--- src/rtl/card_dealer.sv ---
// Single-deck card dealer: LFSR-seeded start slot, linear probe over a 52-bit used-mask,
// one-cycle card presentation. Optional runtime reseed ports under CARD_DEALER_SEED_EN.
module card_dealer #(
  parameter logic [7:0] SEED         = 8'hA5,
  parameter int         AUTO_SHUFFLE = 0
) (
  input  logic       clk,
  input  logic       rst,
  input  logic       i_req,
  input  logic       i_shuffle,
`ifdef CARD_DEALER_SEED_EN
  input  logic       i_seed_load,
  input  logic [7:0] i_seed,
`endif
  output logic [5:0] o_card,
  output logic [3:0] o_card_value,
  output logic       o_card_valid,
  output logic       o_busy,
  output logic       o_deck_empty,
  output logic [5:0] o_cards_left
);

  typedef enum logic [1:0] {
    S_IDLE,
    S_SEARCH,
    S_PRESENT
  } state_t;

  state_t      r_state;
  logic [7:0]  r_lfsr;
  logic [51:0] r_used;
  logic [5:0]  r_idx;
  logic [5:0]  r_cards_left;
  logic [5:0]  r_card;
  logic [3:0]  r_card_value;
  logic        r_card_valid;
  logic        r_busy;

  logic        w_lfsr_fb;
  logic [5:0]  w_start;
  logic [5:0]  w_next_idx;

  // Blackjack value via compare-subtract modulo 13: Ace=1, 2..10 face, J/Q/K=10.
  function automatic logic [3:0] value_of(input logic [5:0] c);
    logic [5:0] r;
    if (c >= 6'd39)      r = c - 6'd39;
    else if (c >= 6'd26) r = c - 6'd26;
    else if (c >= 6'd13) r = c - 6'd13;
    else                 r = c;
    return (r >= 6'd9) ? 4'd10 : (r[3:0] + 4'd1);
  endfunction

  assign w_lfsr_fb  = r_lfsr[7] ^ r_lfsr[5] ^ r_lfsr[4] ^ r_lfsr[3];
  assign w_start    = (r_lfsr[5:0] >= 6'd52) ? (r_lfsr[5:0] - 6'd52) : r_lfsr[5:0];
  assign w_next_idx = (r_idx == 6'd51) ? 6'd0 : (r_idx + 6'd1);

  // Free-running LFSR, independent of the FSM so start slots keep moving while busy.
  always_ff @(posedge clk) begin
    if (rst) begin
      r_lfsr <= SEED;
    end
`ifdef CARD_DEALER_SEED_EN
    else if (i_seed_load) begin
      r_lfsr <= (i_seed == 8'h00) ? SEED : i_seed;
    end
`endif
    else begin
      r_lfsr <= {r_lfsr[6:0], w_lfsr_fb};
    end
  end

  always_ff @(posedge clk) begin
    // NOTE: the used-mask must be reset: it is deck state, not a data buffer.
    if (rst) begin
      r_state      <= S_IDLE;
      r_used       <= '0;
      r_idx        <= '0;
      r_cards_left <= 6'd52;
      r_card       <= '0;
      r_card_value <= '0;
      r_card_valid <= 1'b0;
      r_busy       <= 1'b0;
    end else begin
      r_card_valid <= 1'b0;
      if (i_shuffle) begin
        r_used       <= '0;
        r_cards_left <= 6'd52;
        r_state      <= S_IDLE;
        r_busy       <= 1'b0;
      end else begin
        case (r_state)
          S_IDLE: begin
            if (i_req) begin
              if (r_cards_left != 6'd0) begin
                r_idx   <= w_start;
                r_state <= S_SEARCH;
                r_busy  <= 1'b1;
              end else if (AUTO_SHUFFLE != 0) begin
                r_used       <= '0;
                r_cards_left <= 6'd52;
                r_idx        <= w_start;
                r_state      <= S_SEARCH;
                r_busy       <= 1'b1;
              end
            end
          end
          S_SEARCH: begin
            if (r_used[r_idx]) begin
              r_idx <= w_next_idx;
            end else begin
              r_used[r_idx] <= 1'b1;
              r_card        <= r_idx;
              r_card_value  <= value_of(r_idx);
              r_cards_left  <= r_cards_left - 6'd1;
              r_card_valid  <= 1'b1;
              r_state       <= S_PRESENT;
            end
          end
          S_PRESENT: begin
            r_state <= S_IDLE;
            r_busy  <= 1'b0;
          end
          default: begin
            r_state <= S_IDLE;
            r_busy  <= 1'b0;
          end
        endcase
      end
    end
  end

  assign o_card       = r_card;
  assign o_card_value = r_card_value;
  assign o_card_valid = r_card_valid;
  assign o_busy       = r_busy;
  assign o_deck_empty = (r_cards_left == 6'd0);
  assign o_cards_left = r_cards_left;

endmodule

--- config.mk ---
export PLATFORM = sky130hd
export DESIGN_NAME = card_dealer
export DESIGN_NICKNAME = d
export VERILOG_FILES = /design/src/rtl/card_dealer.sv
export SDC_FILE = /design/constraint.sdc
export NUM_CORES = 1
export LEC_CHECK = 0
export BUFFER_PORTS_ARGS = -buffer_cell sky130_fd_sc_hd__buf_2
export CAP_MARGIN = 20
export CORE_MARGIN = 8
export CORE_UTILIZATION = 45
export DETAILED_ROUTE_END_ITERATION = 10
export GPL_TIMING_DRIVEN = 0
export PLACE_DENSITY = 0.73
export SYNTH_ARGS = -nofsm -noshare
export SYNTH_HDL_FRONTEND = slang
export SYNTH_SLANG_ARGS = --single-unit
--- constraint.sdc ---
create_clock -name clk -period 2.9 [get_ports clk]
set_input_delay 0.58 -clock clk [delete_from_list [all_inputs] [get_ports clk]]
set_output_delay 0.58 -clock clk [all_outputs]
set_load 0.02 [all_outputs]
# Word level (Yosys, flattened, before mapping)
# Index checks and enable logic that the tools add are counted.
# W data, S select, Z words.
[word_totals]
reg_bits = 86
out_inout_bits = 19
input_bits = 4
elab_cells = 74
[classes]
n_reduce_logical = 12
n_eq_ne = 6
bitwise_logic = 7
add_sub_neg = 7
n_lt_le_gt_ge = 7
mux = 26
[ops]
columns = ["operator", "n"]
rows = [
  ["$mux W6", 12],
  ["$or A52 B52 Y52", 1],
  ["$ge A6 B4 Y1 const B", 2],
  ["$ge A6 B6 Y1 const B", 2],
  ["$pmux W6 S2", 1],
  ["$sub A6 B6 Y6 const B", 2],
  ["$reduce_and A3 Y1", 3],
  ["$ne A2 B2 Y1 const B", 4],
  ["$lt A6 B7 Y1 const B", 1],
  ["$add A6 B1 Y6 const B", 1],
  ["$bmux W1 S6", 1],
  ["$demux W1 S6", 1],
  ["$eq A6 B6 Y1 const B", 1],
  ["$ge A6 B1 Y1 const B", 1],
  ["$ge A6 B5 Y1 const B", 1],
  ["$logic_not A6 Y1", 1],
  ["$mux W2", 3],
  ["$reduce_bool A6 Y1", 1],
  ["$sub A6 B1 Y6 const B", 1],
  ["$sub A6 B4 Y6 const B", 1],
  ["$sub A6 B5 Y6 const B", 1],
  ["$mux W1", 5],
  ["$reduce_and A5 Y1", 1],
  ["$add A4 B1 Y4 const B", 1],
  ["other kinds (12)", 16],
]

# Logic depth before layout (Yosys ltp)
[logic_depth]
ltp_word = 10
mapped_depth = 13
depth_no_buf = 11

# Worst setup path after synthesis
# OpenSTA, ideal clock, no wires.
[synth_timing]
path_kind = "register to register"
startpoint = "register r_idx[1]"
endpoint = "register r_card_value[2], in the netlist o_card_value[2]"
path_slack_ps = -160
arrival_ps = 2988
path_buffers = 2
t_required_ps = 2828
period_less_slack_ps = 3060
stages_incl_launch_ff = 14
setup_time_ps = 72
path_cell_list = "dfxtp_1 buf_4 buf_4 inv_1 ha_1 nand2b_1 a21boi_1 o211ai_1 a311oi_1 inv_1 ha_1 xor2_1 or4_1 mux2i_1"
[synth_between]
elab_chain_len = 10
word_cells_on_any_way = 20
cone_classes = "add/sub: 4; order compare: 4; mux: 10; bitwise: 1; reduce/logical: 1"
[synth_rtl]
columns = ["item", "line_no", "rtl"]
rows = [
  ["from (decl)", "32", "logic [5:0] r_idx;"],
  ["from (signal assigned)", "95", "r_idx <= w_start;"],
  ["from (signal assigned)", "101", "r_idx <= w_start;"],
  ["from (signal assigned)", "109", "r_idx <= w_next_idx;"],
  ["$sub A6 B4 Y6 / $ge A6 B4 Y1 (equally long branches)", "48", "else if (c >= 6'd13) r = c - 6'd13;"],
  ["$mux W6", "48", ""],
  ["$mux W6", "47", "else if (c >= 6'd26) r = c - 6'd26;"],
  ["$mux W6", "46", "if (c >= 6'd39) r = c - 6'd39;"],
  ["$mux W6", "108", "if (r_used[r_idx]) begin"],
  ["$mux W6", "91", "case (r_state)"],
  ["$mux W6", "85", "if (i_shuffle) begin"],
  ["$mux W6", "74", "if (rst) begin"],
  ["$ge A6 B4 Y1 / $add A4 B1 Y4 (equally long branches)", "50", "return (r >= 6'd9) ? 4'd10 : (r[3:0] + 4'd1);"],
  ["$mux W4", "50", ""],
  ["to (signal assigned)", "113", "r_card_value <= value_of(r_idx);"],
  ["to (decl)", "35", "logic [3:0] r_card_value;"],
]
# Several ways; a longest one is shown, not always the timed one. The select of a mux whose other input is x is not followed.
# A chain may end at the register's enable or synchronous reset.

# Worst setup path after layout
[layout_timing]
startpoint = "register r_idx[0]"
endpoint = "register r_card_value[2], in the netlist o_card_value[2]"
# Same word-level chain as after synthesis.

==> impl_metrics.ini <==
[logic_synthesis]
yosysTopAreaCell = dfxtp_1
syn_inst = 487
synth-seq-cells = 86
ys_warn_count = 0
yosysUniqueCellTypes = 67
ys.flop_type = dfxtp_1
netlist_area_um2 = 4367
synth_edf_count = 0
syn_area_per_cell_um2 = 8.967
async_flop_share = 0
synth_top_area_frac = 0.3943
ys_top_cells_by_area = dfxtp_1, nor2_1, mux2i_1
syn-num-nets = 506
synth.yosys.seq_area_share = 0.3943

[floorplan]
core-area_um2 = 9594
die_area_um2 = 13110
dieWidth_um = 114.5
rows = 36
io-pin-count = 23
die_h_um = 114.5
initial_core_util = 0.4551

[sta]
slew_violations = 0
tightest_slew_ns = 0.9735
hold_viol_final = 0
period_needed_ns = 2.772
final-setup-viol-count = 0
skew_ns = 0.007425
slew_headroom = 0.3460
max_freq_ghz = 0.3608
finalCritPeriodShare = 0.9558

[setup_path]
path_buf_inv = 4
critPathMaxStageDelay_ns = 0.47
cp.required_ns = 3.22
cp_max_fo = 19
critPathCaptureType = flip-flop
criticalPathCategory = reg -> reg
arrival_ns = 3.09
crit_slowest_cell = or4_1
cp_common_cell = inv_1
path_cells = buf_12, inv_1, ha_2, inv_1, o2111a_1, a311oi_2, inv_1, ha_1, xor2_1, or4_1, mux2i_1
startpoint_type = flip-flop
critPathTopFamily = compound AO/OA/AOI/OAI gates

[pwr]
p_leak_nw = 1.839
ir_drop_v = 0.0002302
power-per-cell-area_nw_per_um2 = 501.9

[clock_network]
cts_made_buffers = 9
insertion_delay_ns = 0.38
ctsRootBufferMaster = clkbuf_8
path_clk_slew_ns = 0.08
htreeDepth = 3
postCtsHoldBufs = 0
cts_buffer_depth = 2
cts_tree = done
cts_sinks = 86

[layout]
finalInstanceArea_um2 = 4985
antenna_cells = 0
utilization = 0.5196
layout_commonest_cell = dfxtp_1
layout_common_cells = dfxtp_1, nor2_1, a21oi_1, buf_2, a31oi_1
nNetsFinal = 547
final_layout_size_suffix_gt1_frac = 0.1839
syn_to_final_growth_pct = 14.15

[detailed_routing]
wl_per_cell_um = 18.09
drt-initial-drc-count = 389
first_pass_iters = 5
vias_per_cell = 5.919
vias = 3942
drt-total-wl_um = 12050
drc = 0
antenna_left = 0

[global_routing]
grt_usage = 0.1879
grt_pass1_wl_um = 19250
grt.overflow.total = 0
grt_pass1_vias = 3736
antenna_found_initial = 0
grt_max_degree = 20

[place]
gp_congestion = 0.9152
io_buffers = 22
place_hpwl_um = 8382
place_area_um2 = 4658

[worst_hold_path]
hold_path.class = reg -> reg

[run_status]
status = completed

[job]
cap_violations = 0
worst register-to-register path, stage by stage, from the launching register on:
cell	delay (ns)
dfxtp_4	0.41
buf_12	0.16
inv_1	0.09
ha_2	0.36
inv_1	0.06
o2111a_1	0.25
a311oi_2	0.32
inv_1	0.09
ha_1	0.22
xor2_1	0.15
or4_1	0.47
mux2i_1	0.13
cell type report:
cell class | instances | area [µm²]
multi-input combinational | 349 | 2430
timing repair buffer | 33 | 192.7
clock buffer | 13 | 168.9
sequential | 86 | 1733
fill | 902 | 4609
inverter | 17 | 71.32
tap | 133 | 166.4
buffer | 32 | 197.7
clock inverter | 3 | 25.02
metal layers:
layer	vias to the layer above	global-route usage	routed length, µm	share of wire
met5	-	0	0	0
met4	0	0.09228	433	0.036
met3	42	0.04905	953	0.079
met2	173	0.3089	5688	0.47
met1	1880	0.2219	4971	0.41
li1	1847	-	-	-
cells in the mapped netlist (3+ instances only):
| cell type | n |
|---|---|
| a211o_1 | 3 |
| a211oi_1 | 3 |
| a21o_1 | 4 |
| a21oi_1 | 40 |
| a22o_1 | 5 |
| a22oi_1 | 4 |
| a2bb2oi_1 | 4 |
| a31oi_1 | 30 |
| a32o_1 | 3 |
| a32oi_1 | 3 |
| a41oi_1 | 6 |
| and2_1 | 9 |
| and3_1 | 3 |
| buf_2 | 10 |
| buf_4 | 5 |
| clkbuf_1 | 17 |
| dfxtp_1 | 86 |
| ha_1 | 15 |
| inv_1 | 17 |
| mux2_2 | 4 |
| mux2i_1 | 23 |
| mux4_2 | 3 |
| nand2_1 | 22 |
| nand2b_1 | 5 |
| nand3_1 | 4 |
| nor2_1 | 74 |
| nor2b_1 | 7 |
| nor3_1 | 10 |
| nor3b_1 | 3 |
| o211ai_1 | 4 |
| o21ai_0 | 6 |
| o21ai_1 | 4 |
| or2_2 | 5 |
| xnor2_1 | 4 |
| xor2_1 | 3 |
path summary, 6_finish.rpt:
| check | cells after the start | startpoint | to | slack [ns] |
|---|---|---|---|---|
| worst max-delay path | 11 | r_idx[0]$_SDFFE_PP0P_ | o_card_value[2]$_SDFFE_PP0P_ | 0.13 |
| worst min-delay path | 1 | r_lfsr[6]$_SDFF_PP0_ | r_lfsr[7]$_SDFF_PP1_ | 0.42 |
| worst max register to register | 11 | r_idx[0]$_SDFFE_PP0P_ | o_card_value[2]$_SDFFE_PP0P_ | 0.13 |
| worst min register to register | 1 | r_lfsr[6]$_SDFF_PP0_ | r_lfsr[7]$_SDFF_PP1_ | 0.42 |
per-stage QoR:
stage               power [mW]  setup TNS (ns)  instances  hold slack (ns)  worst slack [ns]
floorplan                1.534               0        487           0.3895           0.03225
global placement         1.629         -0.6582        642           0.3975           -0.3676
detailed placement       1.637         -0.7581        642           0.3979           -0.4089
CTS                      2.480               0        664           0.4201          0.007386
global route             2.605        -0.04582        666           0.4566          -0.03068
finish                   2.502               0        666           0.4185            0.1282
flip-flops by register name, summed over array words and instances (netlist names):
name	cells
r_used	52
o_cards_left	6
r_idx	6
o_card_valid	1
o_card_value	4
o_busy	1
r_state	2
r_lfsr	8
o_card	6
cells by family (layout without fill, tap and decap cells):
family / Yosys count / after routing / synth area share
buf+inv: 52 / 98 / 0.05559
mux: 31 / 31 / 0.08109
flops: 86 / 86 / 0.3943
fa+ha+maj: 15 / 15 / 0.04298
compound gates: 140 / 140 / 0.2332
xor+xnor: 7 / 7 / 0.01404
simple gates: 156 / 156 / 0.1788
what timing repair did:
item	CTS	global route
pin swaps	2	3
buffers inserted	8	3
gates resized for setup	12	7
setup endpoints to repair	3	8
power breakdown:
part	switching (mW)	internal, mW
Clock	0.458	0.387
Sequential	0.0234	1.20
Combinational	0.270	0.161
Total	0.752	1.75
Note: power is estimated with default switching activity, not from simulation.
